===== src/rtl/fifo_reader.sv =====
// -----------------------------------------------------------------------------
// fifo_reader
//
// Read-side engine for the parallel-read FIFO datapath. While the FIFO reports
// at least PAR_READ words (empty=0), it pulses enr to take one group of
// PAR_READ words from the FIFO's combinational read port. It then sends the
// group one word at a time on a valid/ready stream, oldest word first.
//
// Stream handshake: a word moves on a rising clk edge where out_valid and
// out_ready are both 1. Once out_valid is raised, it and out_data stay constant
// until that transfer happens. out_valid never depends on out_ready.
//
// Ports:
//   clk         system clock, rising edge
//   rst         asynchronous active-high reset
//   empty       FIFO empty flag (fewer than PAR_READ words available)
//   fifo_data   FIFO read port; slice [DATA_WIDTH-1:0] is the oldest word
//   enr         FIFO read enable; the FIFO advances PAR_READ words on this edge
//   out_data    stream data
//   out_valid   stream valid
//   out_ready   downstream ready
//   busy        high while a group is held (the FSM is in SEND). This port
//               also exposes the FSM state.
//   word_count  (FIFO_READER_COUNT_EN only) stream transfers, 16-bit, wraps
//   group_count (FIFO_READER_COUNT_EN only) enr edges, 16-bit, wraps
//
// Optional feature: define FIFO_READER_COUNT_EN to add the two counters.
// -----------------------------------------------------------------------------
module fifo_reader #(
    parameter int DATA_WIDTH = 16,
    parameter int PAR_READ   = 1
) (
    input  logic                         clk,
    input  logic                         rst,
    input  logic                         empty,
    input  logic [DATA_WIDTH*PAR_READ-1:0] fifo_data,
    output logic                         enr,
    output logic [DATA_WIDTH-1:0]        out_data,
    output logic                         out_valid,
    input  logic                         out_ready,
    output logic                         busy
`ifdef FIFO_READER_COUNT_EN
    ,
    output logic [15:0]                  word_count,
    output logic [15:0]                  group_count
`endif
);

    localparam int IDX_W = (PAR_READ > 1) ? $clog2(PAR_READ) : 1;
    localparam logic [IDX_W-1:0] LAST_IDX = IDX_W'(PAR_READ - 1);

    typedef enum logic [0:0] {
        IDLE = 1'b0,
        SEND = 1'b1
    } state_t;

    state_t                         state, state_next;
    logic [IDX_W-1:0]               idx, idx_next;
    logic [DATA_WIDTH*PAR_READ-1:0] hold, hold_next;
    logic                           xfer;
    logic                           last;
    logic                           load;

    // Next-state logic. A reload is allowed on the same edge that the last
    // held word leaves. This keeps the stream at one word per cycle with no
    // gap between groups.
    always_comb begin
        state_next = state;
        idx_next   = idx;
        hold_next  = hold;
        out_valid  = (state == SEND);
        xfer       = out_valid && out_ready;
        last       = (idx == LAST_IDX);
        load       = !empty && ((state == IDLE) || (xfer && last));

        if (load) begin
            hold_next  = fifo_data;
            idx_next   = '0;
            state_next = SEND;
        end else if (xfer) begin
            if (last) begin
                state_next = IDLE;
                idx_next   = '0;
            end else begin
                idx_next = idx + 1'b1;
            end
        end
    end

    always_ff @(posedge clk or posedge rst) begin
        if (rst) begin
            state <= IDLE;
            idx   <= '0;
            hold  <= '0;
        end else begin
            state <= state_next;
            idx   <= idx_next;
            hold  <= hold_next;
        end
    end

    // Gating enr with rst keeps the FIFO pointer still while reset is held,
    // even if empty is already low.
    assign enr  = load && !rst;
    assign busy = out_valid;

    // out_data is selected from registers only. out_ready has no path to it.
    always_comb begin
        out_data = '0;
        for (int i = 0; i < PAR_READ; i++) begin
            if (idx == IDX_W'(i)) begin
                out_data = hold[i*DATA_WIDTH +: DATA_WIDTH];
            end
        end
    end

`ifdef FIFO_READER_COUNT_EN
    always_ff @(posedge clk or posedge rst) begin
        if (rst) begin
            word_count  <= '0;
            group_count <= '0;
        end else begin
            if (xfer) begin
                word_count <= word_count + 16'd1;
            end
            if (load) begin
                group_count <= group_count + 16'd1;
            end
        end
    end
`endif

endmodule

===== config.mk =====
export PLATFORM = sky130hd
export DESIGN_NAME = fifo_reader
export DESIGN_NICKNAME = d
export VERILOG_FILES = /design/src/rtl/fifo_reader.sv
export SDC_FILE = /design/constraint.sdc
export NUM_CORES = 1
export LEC_CHECK = 0
export BUFFER_PORTS_ARGS = -buffer_cell sky130_fd_sc_hd__buf_2
export CORE_MARGIN = 2
export CORE_UTILIZATION = 38
export DETAILED_ROUTE_END_ITERATION = 16
export PLACE_DENSITY = 0.8
export SYNTH_ARGS = -nofsm -noshare
export SYNTH_HDL_FRONTEND = slang
export SYNTH_SLANG_ARGS = --single-unit

===== constraint.sdc =====
create_clock -name clk -period 1.4 [get_ports clk]
set_clock_uncertainty 0.15 [all_clocks]
set_input_delay 0 -clock clk [delete_from_list [all_inputs] [get_ports clk]]
set_output_delay 0 -clock clk [all_outputs]
set_load 0.01 [all_outputs]

==> summary.txt <==
Status
  – Status: finished, final reports clean

Floorplanning
  – Core Footprint: 1750 um^2
  – Number of rows created at floorplan: 15
  – Top Ports: 39
  – Floorplan die width: 47.1 um
  – Die Y-Extent: 47.1 um
  – Die outline area: between 2000 and 2500 um^2
  – Initial standard-cell utilization of the core: 0.405

Clock network
  – Clock sinks: 17
  – Clk Latency, worst-skew pair: roughly 280 ps
  – Max H-tree Level: 1
  – Clock-pin transition on the worst setup and hold timing paths: 90 ps
  – Max Root-Sink Buffers: 2
  – TritonCTS buffer count: 3
  – Root buf cell: clkbuf_4
  – CTS tree: yes

Cells and area
  – Fraction of final layout cells with drive strength greater than 1: 0.639
  – Cell area after layout: 1250 um^2
  – Top library cells by usage in the layout, fill and taps aside: 37 x buf_2, 19 x dlygate4sd3_1, 16 x mux2_4, 16 x dfrtp_1, 4 x buf_4
  – Leading cell type in the layout, fill and taps excluded: buf_2
  – Layout Area Growth over Synthesis: 77.2%
  – Diodes inserted: 0
  – Layout Nets: 129
  – Core Util, Final: 0.718
  – Finished Layout Cells: 133

STA
  – Fmax: 0.718 GHz
  – Pin slew with the least headroom to its limit: 213 ps
  – Time the worst path needs with I/O delays and setup: 1390 ps
  – Number of pins with negative max-slew slack in the final report: 0
  – Setup repair after global routing missed its margin: true
  – Setup TNS after final layout: 0 ps
  – Setup Viol. Count Final: 0
  – Period utilisation layout: 0.994
  – Slew headroom: 0.858
  – Number of endpoints with negative hold slack in the final report: 0

Global route
  – Maximum number of pins on one net before global-route repair: 18
  – Global-route wire length before repair: 2.24 mm
  – Vias in the first global route: 569
  – Total GRT Usage: 0.144
  – Congestion Overflow GR: 0
  – Initial antenna violation count: 0

Drt
  – Routed wire length: 1.59 mm
  – First-pass detailed-route iteration total: 3
  – Ratio of routed vias to standard cells: 4.35
  – Starting DRT DRC Count: 2
  – Antenna viol nets, final: 0
  – Detailed-route wire length per cell: around 12 um
  – Number of design rule violations left after detail routing: 0
  – Vias after detailed routing: between 500 and 600

Power and ir drop
  – P per Cell Area: approximately 1000 nW/um^2
  – Max IR drop VDD: 0.615 mV
  – Combinational share of power: 0.310
  – Internal power consumption: 0.000913 W
  – Clk pwr share: 0.203
  – Net switching power of the design: between 0.0003 and 0.0004 W
  – Switching Fraction: 0.255
  – Sequential fraction of design power: 0.486
  – Leakage power of the design: 0.643 nW

Setup path
  – Type of origin of the critical path: input pin
  – Crit-path max FO: 6
  – Worst Setup End Kind: primary output
  – Setup Crit Path Kind: in2out
  – Arrival time at the worst endpoint: 1240 ps
  – CP required: 1250 ps
  – Setup slack on the worst flop-to-flop path: 20 ps

Synthesis
  – Share of the yosys chip area belonging to registers: 0.602
  – Share of Yosys cell area claimed by the top area cell type: 0.602
  – Syn Std Cell Area: 707 um^2
  – Post-synthesis net count: 61
  – Post-synth top area cell: dfrtp_1
  – Synthesized instance count: 41
  – Number of distinct standard cells referenced by the synthesized netlist: 10
  – Post-Synthesis Mean Instance Area: 17.2 um^2
  – #FFs+latches synth: 17
  – Synth top area cells: dfrtp_1 60%, mux2_4 19%, mux2_2 11%
  – Yosys warnings: 0

Placement
  – Final weighted congestion of routability-driven global placement: ~0.64
  – Final HPWL from detailed placement: 946 um
  – Placed insts: 104
  – IO buf count: 38
  – Area post-placement: 930 um^2

Run
  – Max capacitance violation total: 0

Hold path
  – Type of the most critical hold path: in2async
-- timing repair --
| item | in CTS | in global routing |
|---|---|---|
| buffers inserted | 6 | 0 |
| setup endpoints to repair | 1 | 14 |
| hold endpoints to repair | 34 | 0 |
| resized for setup | 0 | 9 |
| hold buffers | 19 | 0 |
-- layer usage --
layer,part of all wire,routed length (um),track usage
met2,0.49,786,0.274
met1,0.43,678,0.156
met5,0,0,0
met4,0.013,21,0.0500
met3,0.064,101,0.0308
-- Yosys cell counts --
library cell	instances
buf_4	1
buf_12	1
o21ai_0	1
inv_2	1
mux2_2	7
and2_2	1
mux2_4	9
a21oi_4	1
inv_1	2
dfrtp_1	17
-- registers in the layout, summed over array words and instances, names as in the netlist --
| name | cells |
|---|---|
| busy | 1 |
| hold | 16 |
-- logic make-up after synthesis --
kind of cell           count (synthesis)  share of synthesized area
AOI/OAI and AO/OA                      2                     0.0301
buffers and inverters                  5                     0.0549
DFF                                   17                      0.602
muxes                                 16                      0.303
and+or+nand+nor                        1                     0.0106
-- worst max-delay path, cell delays in order --
cell           delay (ps)
dlygate4sd3_1         550
buf_2                 140
inv_2                  60
a21oi_4                60
buf_12                130
and2_2                190
buf_6                 120
-- worst paths after layout --
check                              from        to  cells past startpoint
min reg2reg                     hold[7]   hold[7]                      1
max                           out_ready       enr                      7
min in group clk           fifo_data[3]   hold[3]                      3
max reg2reg                        busy  hold[15]                      4
max in group asynchronous           rst      busy                      4
min                                 rst   hold[7]                      4
-- power by group through the flow --
stage | Combinational, W | Sequential [W] | Clock (W)
finish | 0.000380 | 0.000596 | 0.000249
global route | 0.000408 | 0.000606 | 0.000283
CTS | 0.000356 | 0.000597 | 0.000261
detailed placement | 0.000285 | 0.000607 | 0
global placement | 0.000279 | 0.000603 | 0
floorplan | 0.000130 | 0.000642 | 0
-- metrics by stage --
step,power (W),hold slack (ps),setup slack [ps]
after detailed placement,0.000891,-104,26.4
after global placement,0.000882,-116,59.0
after CTS,0.00121,133,-4.17
after global routing,0.00130,167,-31.7
after floorplan,0.000773,-219,-32.6
final,0.00123,137,8.15
-- area by class of cell --
| cell class | instances | area [um^2] |
|---|---|---|
| tap | 25 | 31.3 |
| multi-input combinational | 19 | 269 |
| timing repair buffer | 65 | 488 |
| sequential | 17 | 427 |
| fill | 130 | 493 |
| inverter | 3 | 11.3 |
| clock buffer | 4 | 26.3 |
Note: power is estimated with default switching activity, not from simulation.
